[src/rtl/day_cycle_sequencer.sv]
`default_nettype none
// ============================================================================
// Module      : day_cycle_sequencer
// Description : 24-hour day clock with night/sunrise/day/sunset phases.
//               Ramps red/blue LED intensities one level per fade strobe
//               during sunrise and sunset; shows the hour as two BCD digits.
// Revision    : 1.0 - initial release
// ============================================================================
module day_cycle_sequencer #(
  parameter int HOURS_PER_DAY = 24,
  parameter int SUNRISE_HOUR  = 6,
  parameter int SUNSET_HOUR   = 18,
  parameter int FADE_CYCLES   = 3125000
) (
  input  logic       CLOCK_50,
  input  logic       reset,
  input  logic       hour_tick,
  input  logic       enable,
  input  logic       hour_load,
  input  logic [4:0] hour_set,
  output logic [3:0] red_level,
  output logic [3:0] blue_level,
  output logic [7:0] hour_bcd,
  output logic [1:0] phase,
  output logic       day_done
);

  typedef enum logic [1:0] {
    NIGHT   = 2'd0,
    SUNRISE = 2'd1,
    DAY     = 2'd2,
    SUNSET  = 2'd3
  } phase_t;

  localparam int CNT_W = (FADE_CYCLES > 2) ? $clog2(FADE_CYCLES) : 1;

  localparam logic [4:0]       c_last_hour  = 5'(HOURS_PER_DAY - 1);
  localparam logic [5:0]       c_hours      = 6'(HOURS_PER_DAY);
  localparam logic [4:0]       c_sunrise    = 5'(SUNRISE_HOUR);
  localparam logic [4:0]       c_sunset     = 5'(SUNSET_HOUR);
  localparam logic [CNT_W-1:0] c_fade_last  = CNT_W'(FADE_CYCLES - 1);
  localparam logic [CNT_W-1:0] c_cnt_one    = CNT_W'(1);
  localparam logic [3:0]       c_night_red  = 4'd0;
  localparam logic [3:0]       c_night_blue = 4'd3;
  localparam logic [3:0]       c_day_red    = 4'd15;
  localparam logic [3:0]       c_day_blue   = 4'd15;

  phase_t           r_state;
  logic [4:0]       r_hour;
  logic [3:0]       r_red;
  logic [3:0]       r_blue;
  logic             r_day_done;
  logic [CNT_W-1:0] r_fade_cnt;

  logic [4:0] w_load_hour;
  logic       w_load_is_day;
  logic       w_tick;
  logic       w_wrap;
  logic [4:0] w_hour_next;
  logic       w_enter_sunrise;
  logic       w_enter_sunset;
  logic       w_strobe;
  logic [3:0] w_tgt_red;
  logic [3:0] w_tgt_blue;
  logic [3:0] w_red_step;
  logic [3:0] w_blue_step;
  logic       w_at_target;
  logic [1:0] w_tens;
  logic [3:0] w_ones;

  // Move a level one step toward its target, never past it.
  function automatic logic [3:0] step_toward(input logic [3:0] cur, input logic [3:0] tgt);
    if (cur < tgt)      return cur + 4'd1;
    else if (cur > tgt) return cur - 4'd1;
    else                return cur;
  endfunction

  // Next-hour selection, phase-change triggers and the candidate ramp step.
  always_comb begin
    w_load_hour     = ({1'b0, hour_set} >= c_hours) ? 5'd0 : hour_set;
    w_load_is_day   = (w_load_hour >= c_sunrise) && (w_load_hour < c_sunset);
    // A load wins over a tick, so a simultaneous tick never advances or wraps.
    w_tick          = hour_tick && enable && !hour_load;
    w_wrap          = w_tick && (r_hour == c_last_hour);
    w_hour_next     = r_hour;
    if (hour_load)   w_hour_next = w_load_hour;
    else if (w_wrap) w_hour_next = 5'd0;
    else if (w_tick) w_hour_next = r_hour + 5'd1;
    w_enter_sunrise = w_tick && (w_hour_next == c_sunrise);
    w_enter_sunset  = w_tick && (w_hour_next == c_sunset);
    w_strobe        = ((r_state == SUNRISE) || (r_state == SUNSET)) &&
                      (r_fade_cnt == c_fade_last);
    w_tgt_red       = (r_state == SUNRISE) ? c_day_red  : c_night_red;
    w_tgt_blue      = (r_state == SUNRISE) ? c_day_blue : c_night_blue;
    w_red_step      = step_toward(r_red,  w_tgt_red);
    w_blue_step     = step_toward(r_blue, w_tgt_blue);
    // The ramp ends on the strobe that lands both levels on their targets.
    w_at_target     = (w_red_step == w_tgt_red) && (w_blue_step == w_tgt_blue);
  end

  // Hour register, phase FSM, fade counter and LED levels.
  always_ff @(posedge CLOCK_50 or negedge reset) begin
    if (!reset) begin
      r_hour     <= 5'd0;
      r_state    <= NIGHT;
      r_red      <= c_night_red;
      r_blue     <= c_night_blue;
      r_day_done <= 1'b0;
      r_fade_cnt <= '0;
    end else begin
      r_hour     <= w_hour_next;
      r_day_done <= w_wrap;
      if (hour_load) begin
        r_fade_cnt <= '0;
        if (w_load_is_day) begin
          r_state <= DAY;
          r_red   <= c_day_red;
          r_blue  <= c_day_blue;
        end else begin
          r_state <= NIGHT;
          r_red   <= c_night_red;
          r_blue  <= c_night_blue;
        end
      end else begin
        case (r_state)
          NIGHT: begin
            r_fade_cnt <= '0;
            if (w_enter_sunrise) r_state <= SUNRISE;
          end
          DAY: begin
            r_fade_cnt <= '0;
            if (w_enter_sunset) r_state <= SUNSET;
          end
          default: begin
            // Reaching the opposite ramp hour reverses the ramp from the
            // current levels; that edge takes no step of its own.
            if ((r_state == SUNRISE) && w_enter_sunset) begin
              r_state    <= SUNSET;
              r_fade_cnt <= '0;
            end else if ((r_state == SUNSET) && w_enter_sunrise) begin
              r_state    <= SUNRISE;
              r_fade_cnt <= '0;
            end else if (w_strobe) begin
              r_fade_cnt <= '0;
              r_red      <= w_red_step;
              r_blue     <= w_blue_step;
              if (w_at_target) r_state <= (r_state == SUNRISE) ? DAY : NIGHT;
            end else begin
              r_fade_cnt <= r_fade_cnt + c_cnt_one;
            end
          end
        endcase
      end
    end
  end

  // Hour to BCD. ones = hour - 10*tens, done in 4 bits since the result is
  // below 10: subtracting 10, 20, 30 is subtracting 10, 4, 14 modulo 16.
  always_comb begin
    w_tens = 2'd0;
    w_ones = r_hour[3:0];
    if (r_hour >= 5'd30) begin
      w_tens = 2'd3;
      w_ones = r_hour[3:0] - 4'd14;
    end else if (r_hour >= 5'd20) begin
      w_tens = 2'd2;
      w_ones = r_hour[3:0] - 4'd4;
    end else if (r_hour >= 5'd10) begin
      w_tens = 2'd1;
      w_ones = r_hour[3:0] - 4'd10;
    end
  end

  assign hour_bcd   = {2'b00, w_tens, w_ones};
  assign red_level  = r_red;
  assign blue_level = r_blue;
  assign phase      = r_state;
  assign day_done   = r_day_done;

endmodule
`default_nettype wire

[config.mk]
export PLATFORM = sky130hd
export DESIGN_NAME = day_cycle_sequencer
export DESIGN_NICKNAME = d
export VERILOG_FILES = /design/src/rtl/day_cycle_sequencer.sv
export SDC_FILE = /design/constraint.sdc
export NUM_CORES = 1
export LEC_CHECK = 0
export BUFFER_PORTS_ARGS = -buffer_cell sky130_fd_sc_hd__buf_2
export CAP_MARGIN = 20
export CELL_PAD_IN_SITES_DETAIL_PLACEMENT = 1
export CELL_PAD_IN_SITES_GLOBAL_PLACEMENT = 1
export CORE_ASPECT_RATIO = 1.5
export CORE_MARGIN = 2
export CORE_UTILIZATION = 42
export CTS_CLUSTER_SIZE = 24
export DETAILED_ROUTE_END_ITERATION = 10
export PLACE_DENSITY_LB_ADDON = 0.1
export SLEW_MARGIN = 5
export SYNTH_ARGS = -nofsm -noshare
export SYNTH_HDL_FRONTEND = slang
export SYNTH_SLANG_ARGS = --single-unit
[constraint.sdc]
create_clock -name CLOCK_50 -period 4.1 [get_ports CLOCK_50]
set_input_delay 0.82 -clock CLOCK_50 [delete_from_list [all_inputs] [get_ports CLOCK_50]]
set_output_delay 0.82 -clock CLOCK_50 [all_outputs]
set_load 0.1 [all_outputs]
# Word level (Yosys, flattened, before mapping)
# Index checks and enable logic that the tools add are counted.
[totals]
regBits = 38
inputBits = 10
out_inout_bits = 19
word_cells = 101
[op_classes]
n_addsub = 9
magnitude_cmp = 10
eq_ne = 14
n_mux = 43
n_reduce_logical = 19
[ops]
columns = ["cell", "n"]
rows = [
  ["$mux W22", 5],
  ["$mux W4", 21],
  ["$add A22 B1 Y22 const B", 1],
  ["$eq A22 B22 Y1 const B", 1],
  ["$mux W2", 11],
  ["$mux W5", 4],
  ["$ge A5 B5 Y1 const B", 3],
  ["$reduce_bool A6 Y1", 2],
  ["$eq A5 B5 Y1 const B", 2],
  ["$logic_and A1 B1 Y1", 10],
  ["$add A4 B1 Y4 const B", 2],
  ["$eq A4 B4 Y1", 2],
  ["$gt A4 B4 Y1", 2],
  ["$lt A4 B4 Y1", 2],
  ["$reduce_and A4 Y1", 2],
  ["$sub A4 B1 Y4 const B", 2],
  ["$sub A4 B4 Y4 const B", 2],
  ["$ne A3 B3 Y1 const B", 2],
  ["$add A5 B1 Y5 const B", 1],
  ["$eq A5 B3 Y1 const B", 1],
  ["$ge A5 B3 Y1 const B", 1],
  ["$ge A5 B4 Y1 const B", 1],
  ["$lt A5 B5 Y1 const B", 1],
  ["$eq A2 B2 Y1 const B", 2],
  ["11 further kinds", 12],
]

# Logic depth before layout (Yosys ltp)
# Gate-level depths: netlist (run 1).
[depth]
ltp_word = 13
depth_mapped = 12
mapped_depth_nobuf = 12

# Least setup slack after synthesis (run 1)
# OpenSTA, ideal clock, no wires.
[synth_path]
path_type = "reg-to-output"
startpoint = "register r_hour[2]"
endpoint = "output hour_bcd[1]"
arrival_ns = 4.062
required_time_ns = 3.280
setup_slack_ns = -0.782
path_stages_with_launch = 7
path_buffers = 0
path_cell_list = "dfrtp_1 ha_1 inv_1 o21ai_0 nor2_1 a21oi_1 xnor2_1"
[synth_via]
elab_chain_len = 4
elab_cells_between_ends = 6
cone_classes = "order compare: 3; mux: 3"
[synth_rtl]
columns = ["item", "line_no", "text"]
rows = [
  ["start: declaration", "49", "logic [4:0] r_hour;"],
  ["start signal: assignment", "111", "r_hour <= w_hour_next;"],
  ["$ge A5 B4 Y1", "168", "end else if (r_hour >= 5'd10) begin"],
  ["$mux W4", "168", ""],
  ["$mux W4", "165", "end else if (r_hour >= 5'd20) begin"],
  ["$mux W4 (*)", "162", "if (r_hour >= 5'd30) begin"],
  ["end: declaration", "23", "output logic [7:0] hour_bcd,"],
]
# Mark *: on every way between the ends. The rest lies on a longest branch, timed or not.

# Worst setup path after layout (run 1)
# Ends and elaborated chain as after synthesis.

==> results of run 1 <==
==> worst min path at each step <==
| stage | startpoint | endpoint | slack, ns |
|---|---|---|---|
| after detailed placement | r_fade_cnt[0]$_DFF_PN0_ | r_fade_cnt[0]$_DFF_PN0_ | 0.49 |
| after global placement | r_fade_cnt[0]$_DFF_PN0_ | r_fade_cnt[0]$_DFF_PN0_ | 0.48 |
| after CTS | r_fade_cnt[0]$_DFF_PN0_ | r_fade_cnt[0]$_DFF_PN0_ | 0.50 |
| after floorplan | r_fade_cnt[0]$_DFF_PN0_ | r_fade_cnt[0]$_DFF_PN0_ | 0.45 |
| final | r_fade_cnt[0]$_DFF_PN0_ | r_fade_cnt[0]$_DFF_PN0_ | 0.49 |
| after global routing | r_fade_cnt[0]$_DFF_PN0_ | r_fade_cnt[0]$_DFF_PN0_ | 0.53 |
==> layer usage <==
metal / vias to the layer above / global-route usage, % / wire (um)
met2: 25 / 38.7 / 4020
li1: 1235 / - / -
met1: 1210 / 23.0 / 2980
met3: 13 / 3.35 / 171
met4: 0 / 7.41 / 155
met5: - / 0 / 0
==> cell families (layout without fill, tap and decap cells) <==
logic type,Yosys count,in the layout,synth area share [%]
and+or+nand+nor,133,133,23.5
AOI/OAI and AO/OA,78,78,18.7
DFF,38,38,32.9
buffers and inverters,35,59,5.62
xor gates and xnor gates,27,27,8.17
adders and majority gates,23,23,9.94
muxes,3,3,1.04
other,1,2,0.130
==> cell usage after synthesis, types with 3 or more instances <==
master,number,area (sq um)
nor2b_1,3,18.8
o211ai_1,4,30.0
inv_1,22,82.6
or3_1,3,18.8
and3_1,7,43.8
ha_1,23,288
dfrtp_1,36,901
nor2_1,39,146
o21ai_0,18,90.1
nor3_1,7,35.0
a21oi_1,21,105
mux2i_1,3,30.0
nor4_1,6,37.5
o21a_1,5,37.5
nand2b_1,5,31.3
xnor2_1,10,87.6
nand2_1,24,90.1
a21boi_0,3,22.5
buf_4,3,22.5
clkbuf_1,6,22.5
o31a_1,3,26.3
xor2_1,17,149
nor4b_1,3,26.3
and3b_1,3,26.3
nand3_1,21,105
==> state kept, by name, indices dropped and copies added, names as in the netlist <==
signal / cells
blue_level: 4
day_done: 1
r_hour: 5
phase: 2
red_level: 4
r_fade_cnt: 22
==> where the power goes <==
part           switching, mW  internal [mW]
Clock                  0.146          0.179
Sequential            0.0953          0.432
Combinational          0.850          0.353
Total                   1.09          0.965
==> stage by stage <==
stage | cells | hold slack, ns | worst slack [ns]
after floorplan | 339 | 0.448 | 0.138
after global placement | 433 | 0.484 | 0.896
after detailed placement | 433 | 0.494 | 0.713
after CTS | 441 | 0.505 | 0.648
after global routing | 441 | 0.535 | 0.349
final | 441 | 0.494 | 0.667
==> cell type report <==
| type | count | area [sq um] |
|---|---|---|
| well taps | 78 | 97.6 |
| fillers | 832 | 3580 |
| clock inverters | 3 | 40.0 |
| repair buffers | 29 | 153 |
| clock buffers | 5 | 68.8 |
| flip-flops and latches | 38 | 953 |
| multi-input cells | 266 | 1790 |
| inverters | 22 | 82.6 |
==> flow_summary.ini, run 1 <==
[timing]
hold_viol = 0
rsz0062_at_grt = no
period_needed_ns = 3.43
slew_violations = 0
finalCritPeriodShare_pct = 83.7
clock.fmax_mhz = 291
fin_skew_ns = 0.0148
slew_headroom_pct = 39.3
final.setup.tns_ns = 0
setup_violations = 0
tightest_slew_ns = 0.911

[critical_path]
crit_family = compound AO/OA/AOI/OAI gates
crit_path_max_fanout = 11
worstReg2RegStart = phase[1]$_DFFE_PN0P_
ff2ff_setup_slack_ns = 0.70
required_ns = 3.28
critical_path_class = reg2out
crit_buf_inv = 2
worst_setup_path_end_kind = primary output
setup.worst_path.end = hour_bcd[1]
cp.depth = 7
worstRegToRegCells = 12
crit_arrival_ns = 2.61
cp-startpoint = r_hour[2]$_DFF_PN0_
cp_cell_sequence = ha_1 > inv_1 > o21ai_0 > nor2_1 > a21oi_2 > xnor2_1 > buf_2
slowest_stage = dfrtp_1
worstReg2RegEnd = phase[1]$_DFFE_PN0P_
cp_slowest_stage_delay_ns = 0.55
start_kind = flop

[route]
wirelength_um = 7330
dr.pass1.iters = 4
avgViaCountPerCell = 5.63
post_drt_wl_per_cell_um = 16.6
drcViolationCount = 0
vias = 2483
first_iter_violations = 93
detail-route-antenna-nets = 0

[final_layout]
area_growth_pct = 9.90
finalInstanceArea_sq_um = 3180
final_common_cell = nor2_1
diodes = 0
finalCoreUtilization_pct = 47.1
final_cell_mix = nor2_1 (39), dfrtp_1 (36), buf_2 (26)
nets = 395
drive_above_1_share_pct = 13.2

[clocking]
cts_root_buf = clkbuf_8
clk_path_buf_depth = 2
cts_sinks = 38
cts_setup_buffers = 0
clk_pin_slew_worst_paths_ns = 0.08
cts-buffers-inserted = 5
h-tree-depth = 2
clock_latency_ns = 0.31
holdBufCountCts = 0
tritoncts = built
cts-resized-gates = 0

[floorplan]
core_area_sq_um = 6760
ioPinCount = 29
start_util_pct = 42.8
dieHeight_um = 106
die_w_um = 71.8
dieArea_sq_um = 7580
num_rows = 37

[global_route]
grt_start_max_net_pins = 39
grt_pass1_vias = 2661
globalRouteOverflowTotal = 0
grt_pass1_wl_um = 12500
antenna_found_initial = 0
grtUsageTotal_pct = 20.7

[placement]
gp_congestion = 0.801
port_buffers = 26
dp_hpwl_um = 5490
placed_area_sq_um = 3070

[power_and_ir_drop]
power_mw = 2.06
leakage_nw = 1.40
ir_drop_mv = 0.242
power_density_nw_per_um2 = 646

[min_path]
worstHoldPathType = reg2reg
hold-path-cell-count = 1

[run]
cap_violations = 0

[synth]
synth.ff_latch_count = 38
syn_area_sq_um = 2890
synth_ff_type = dfrtp_1
synthCells = 338
yosysUniqueCellTypes = 60
syn_area_per_cell_sq_um = 8.56
synth_edf_count = 0
ys_async_sr_fraction_pct = 100
synth_warnings = 0
synth.yosys.seq_area_share_pct = 32.9

[status]
status = finished clean
Power figures use the tool's default switching activity.
==> inputs of run 2 (changes only) <==
--- a/config.mk
+++ b/config.mk
@@ -11,7 +11,7 @@
 export CELL_PAD_IN_SITES_GLOBAL_PLACEMENT = 1
 export CORE_ASPECT_RATIO = 1.5
 export CORE_MARGIN = 2
-export CORE_UTILIZATION = 42
+export CORE_UTILIZATION = 41
 export CTS_CLUSTER_SIZE = 24
 export DETAILED_ROUTE_END_ITERATION = 10
 export PLACE_DENSITY_LB_ADDON = 0.1
==> constraint.sdc (replaced) <==
create_clock -name CLOCK_50 -period 3.1 [get_ports CLOCK_50]
set_input_delay 0.62 -clock CLOCK_50 [delete_from_list [all_inputs] [get_ports CLOCK_50]]
set_output_delay 0.62 -clock CLOCK_50 [all_outputs]
set_load 0.1 [all_outputs]
==> run 2 against run 1 <==
Net effect: sequential cell count unchanged; largest cell class unchanged; highest routed layer unchanged; first-iteration DRC count rose by 44%; largest power group unchanged; count of clock-buffer cells in the layout is 1 higher; total power increased by 53%; clock skew shrank 0.0097 ns; final area increased by 12%; critical path type is now reg2reg.
==> flow_summary.ini, run 2 (synthesized netlist as in run 1, its figures left out) <==
[route]
avgViaCountPerCell = 5.62
wirelength_um = 7590
post_drt_wl_per_cell_um = 16.2
first_iter_violations = 134
detail-route-antenna-nets = 0
dr.pass1.iters = 4
drcViolationCount = 0
vias = 2624

[clocking]
clock_latency_ns = 0.30
clk_path_buf_depth = 2
clk_pin_slew_worst_paths_ns = 0.08
tritoncts = built
cts_sinks = 38
holdBufCountCts = 0
cts_root_buf = clkbuf_8
cts-buffers-inserted = 5
h-tree-depth = 2

[global_route]
grt_pass1_wl_um = 13100
antenna_found_initial = 0
globalRouteOverflowTotal = 0
grtUsageTotal_pct = 21.4
grt_start_max_net_pins = 39
grt_pass1_vias = 2810

[timing]
rsz0062_at_grt = yes
finalCritPeriodShare_pct = 96.6
timing.hold.ws_ns = 0.440
fin_skew_ns = 0.00519
slew_headroom_pct = 40.0
hold_viol = 0
clock.fmax_mhz = 334
setup_violations = 0
period_needed_ns = 3.00
tightest_slew_ns = 0.898
slew_violations = 0

[placement]
port_buffers = 26
dp_hpwl_um = 5720
dp_cells = 453
gp_congestion = 0.826

[final_layout]
final_cell_mix = nor2_1 (39), dfrtp_1 (31), buf_4 (28)
top_regs = r_fade_cnt: 22 flops, r_hour: 5 flops
drive_above_1_share_pct = 23.4
layout.cells.non_filler = 467
nets = 421
final_common_cell = nor2_1
diodes = 0
area_growth_pct = 23.2
regMostFlops = r_fade_cnt
largest_reg_flops = 22

[critical_path]
crit_arrival_ns = 3.17
start_kind = flop
worst_setup_path_end_kind = flop
required_ns = 3.28
critical_path_class = reg2reg
crit_path_max_fanout = 7

[power_and_ir_drop]
ir_drop_mv = 0.371
leakage_nw = 1.57
power_density_nw_per_um2 = 883

[floorplan]
dieHeight_um = 107
start_util_pct = 42.2
ioPinCount = 29
num_rows = 37
dieArea_sq_um = 7760
core_area_sq_um = 6850
die_w_um = 72.6

[status]
status = finished clean

[run]
cap_violations = 0

[min_path]
worstHoldPathType = in2async
-- run 2: changes by cell type in the layout (fill, tap and decap cells not counted), moves of 3 or more --
cell     delta
dfrtp_1     -5
ha_1        -4
o21ai_0     -3
dfrtp_2     +3
buf_2       -3
buf_4      +25
ha_4        +4
-- run 2: worst max-delay path: stages (launching register included) --
cell and delay [ns]:
dfrtp_4 0.50, inv_4 0.07, ha_4 0.16, inv_8 0.06, ha_4 0.24, and3_4 0.18, a221oi_4 0.41, mux2i_1 0.27
xor2_1 0.29, nand2_1 0.12, o22ai_2 0.21, mux2i_1 0.10, a2111o_1 0.28
-- run 2: final cells by class --
| class | count | area [sq um] |
|---|---|---|
| Clock buffer | 6 | 82.6 |
| Fill cell | 832 | 3290 |
| Multi-Input combinational cell | 266 | 1870 |
| Inverter | 22 | 92.6 |
| Timing Repair Buffer | 55 | 398 |
| Clock inverter | 2 | 60.1 |
| Sequential cell | 38 | 965 |
| Tap cell | 78 | 97.6 |
-- run 2: what timing repair did --
item | 4_1_cts | 5_1_grt
setup endpoints to repair | 2 | 7
pin swaps | 7 | 9
setup buffers | 5 | 1
resized for setup | 8 | 6
-- run 2: metal layers --
metal	track usage, %	vias up	wire length (um)
met1	23.3	1285	3060
met5	0	-	0
li1	-	1292	-
met4	7.54	0	187
met2	40.6	34	4170
met3	3.01	13	168
-- run 2: final timing paths --
check | cells after the start | end | startpoint | slack [ns]
worst max register to register | 12 | phase[1]$_DFFE_PN0P_ | phase[1]$_DFFE_PN0P_ | 0.10
worst min register to register | 1 | r_fade_cnt[0]$_DFF_PN0_ | r_fade_cnt[0]$_DFF_PN0_ | 0.49
worst max-delay path | 12 | phase[1]$_DFFE_PN0P_ | phase[1]$_DFFE_PN0P_ | 0.10
worst min-delay path | 1 | r_fade_cnt[6]$_DFF_PN0_ | reset | 0.44
min in group CLOCK_50 | 1 | r_fade_cnt[0]$_DFF_PN0_ | r_fade_cnt[0]$_DFF_PN0_ | 0.49
max in group asynchronous | 1 | phase[1]$_DFFE_PN0P_ | reset | 2.00
-- run 2: power breakdown --
group / leakage (nW) / internal [mW] / switching (mW)
logic: 1.00 / 0.677 / 1.25
registers: 0.494 / 0.583 / 0.111
clock network: 0.0714 / 0.343 / 0.185
-- run 2: metrics by stage --
step	setup WS [ns]	instance area, sq um	utilization [%]	setup TNS [ns]	total power [mW]
floorplan	-0.355	2960	-	-0.624	2.08
global placement	0.0147	3330	48.6	0	2.44
detailed placement	-0.0673	3330	48.6	-0.0673	2.48
CTS	0.0285	3540	51.7	0	3.16
global route	-0.0158	3570	52.0	-0.0158	3.36
finish	0.104	3570	52.0	0	3.15
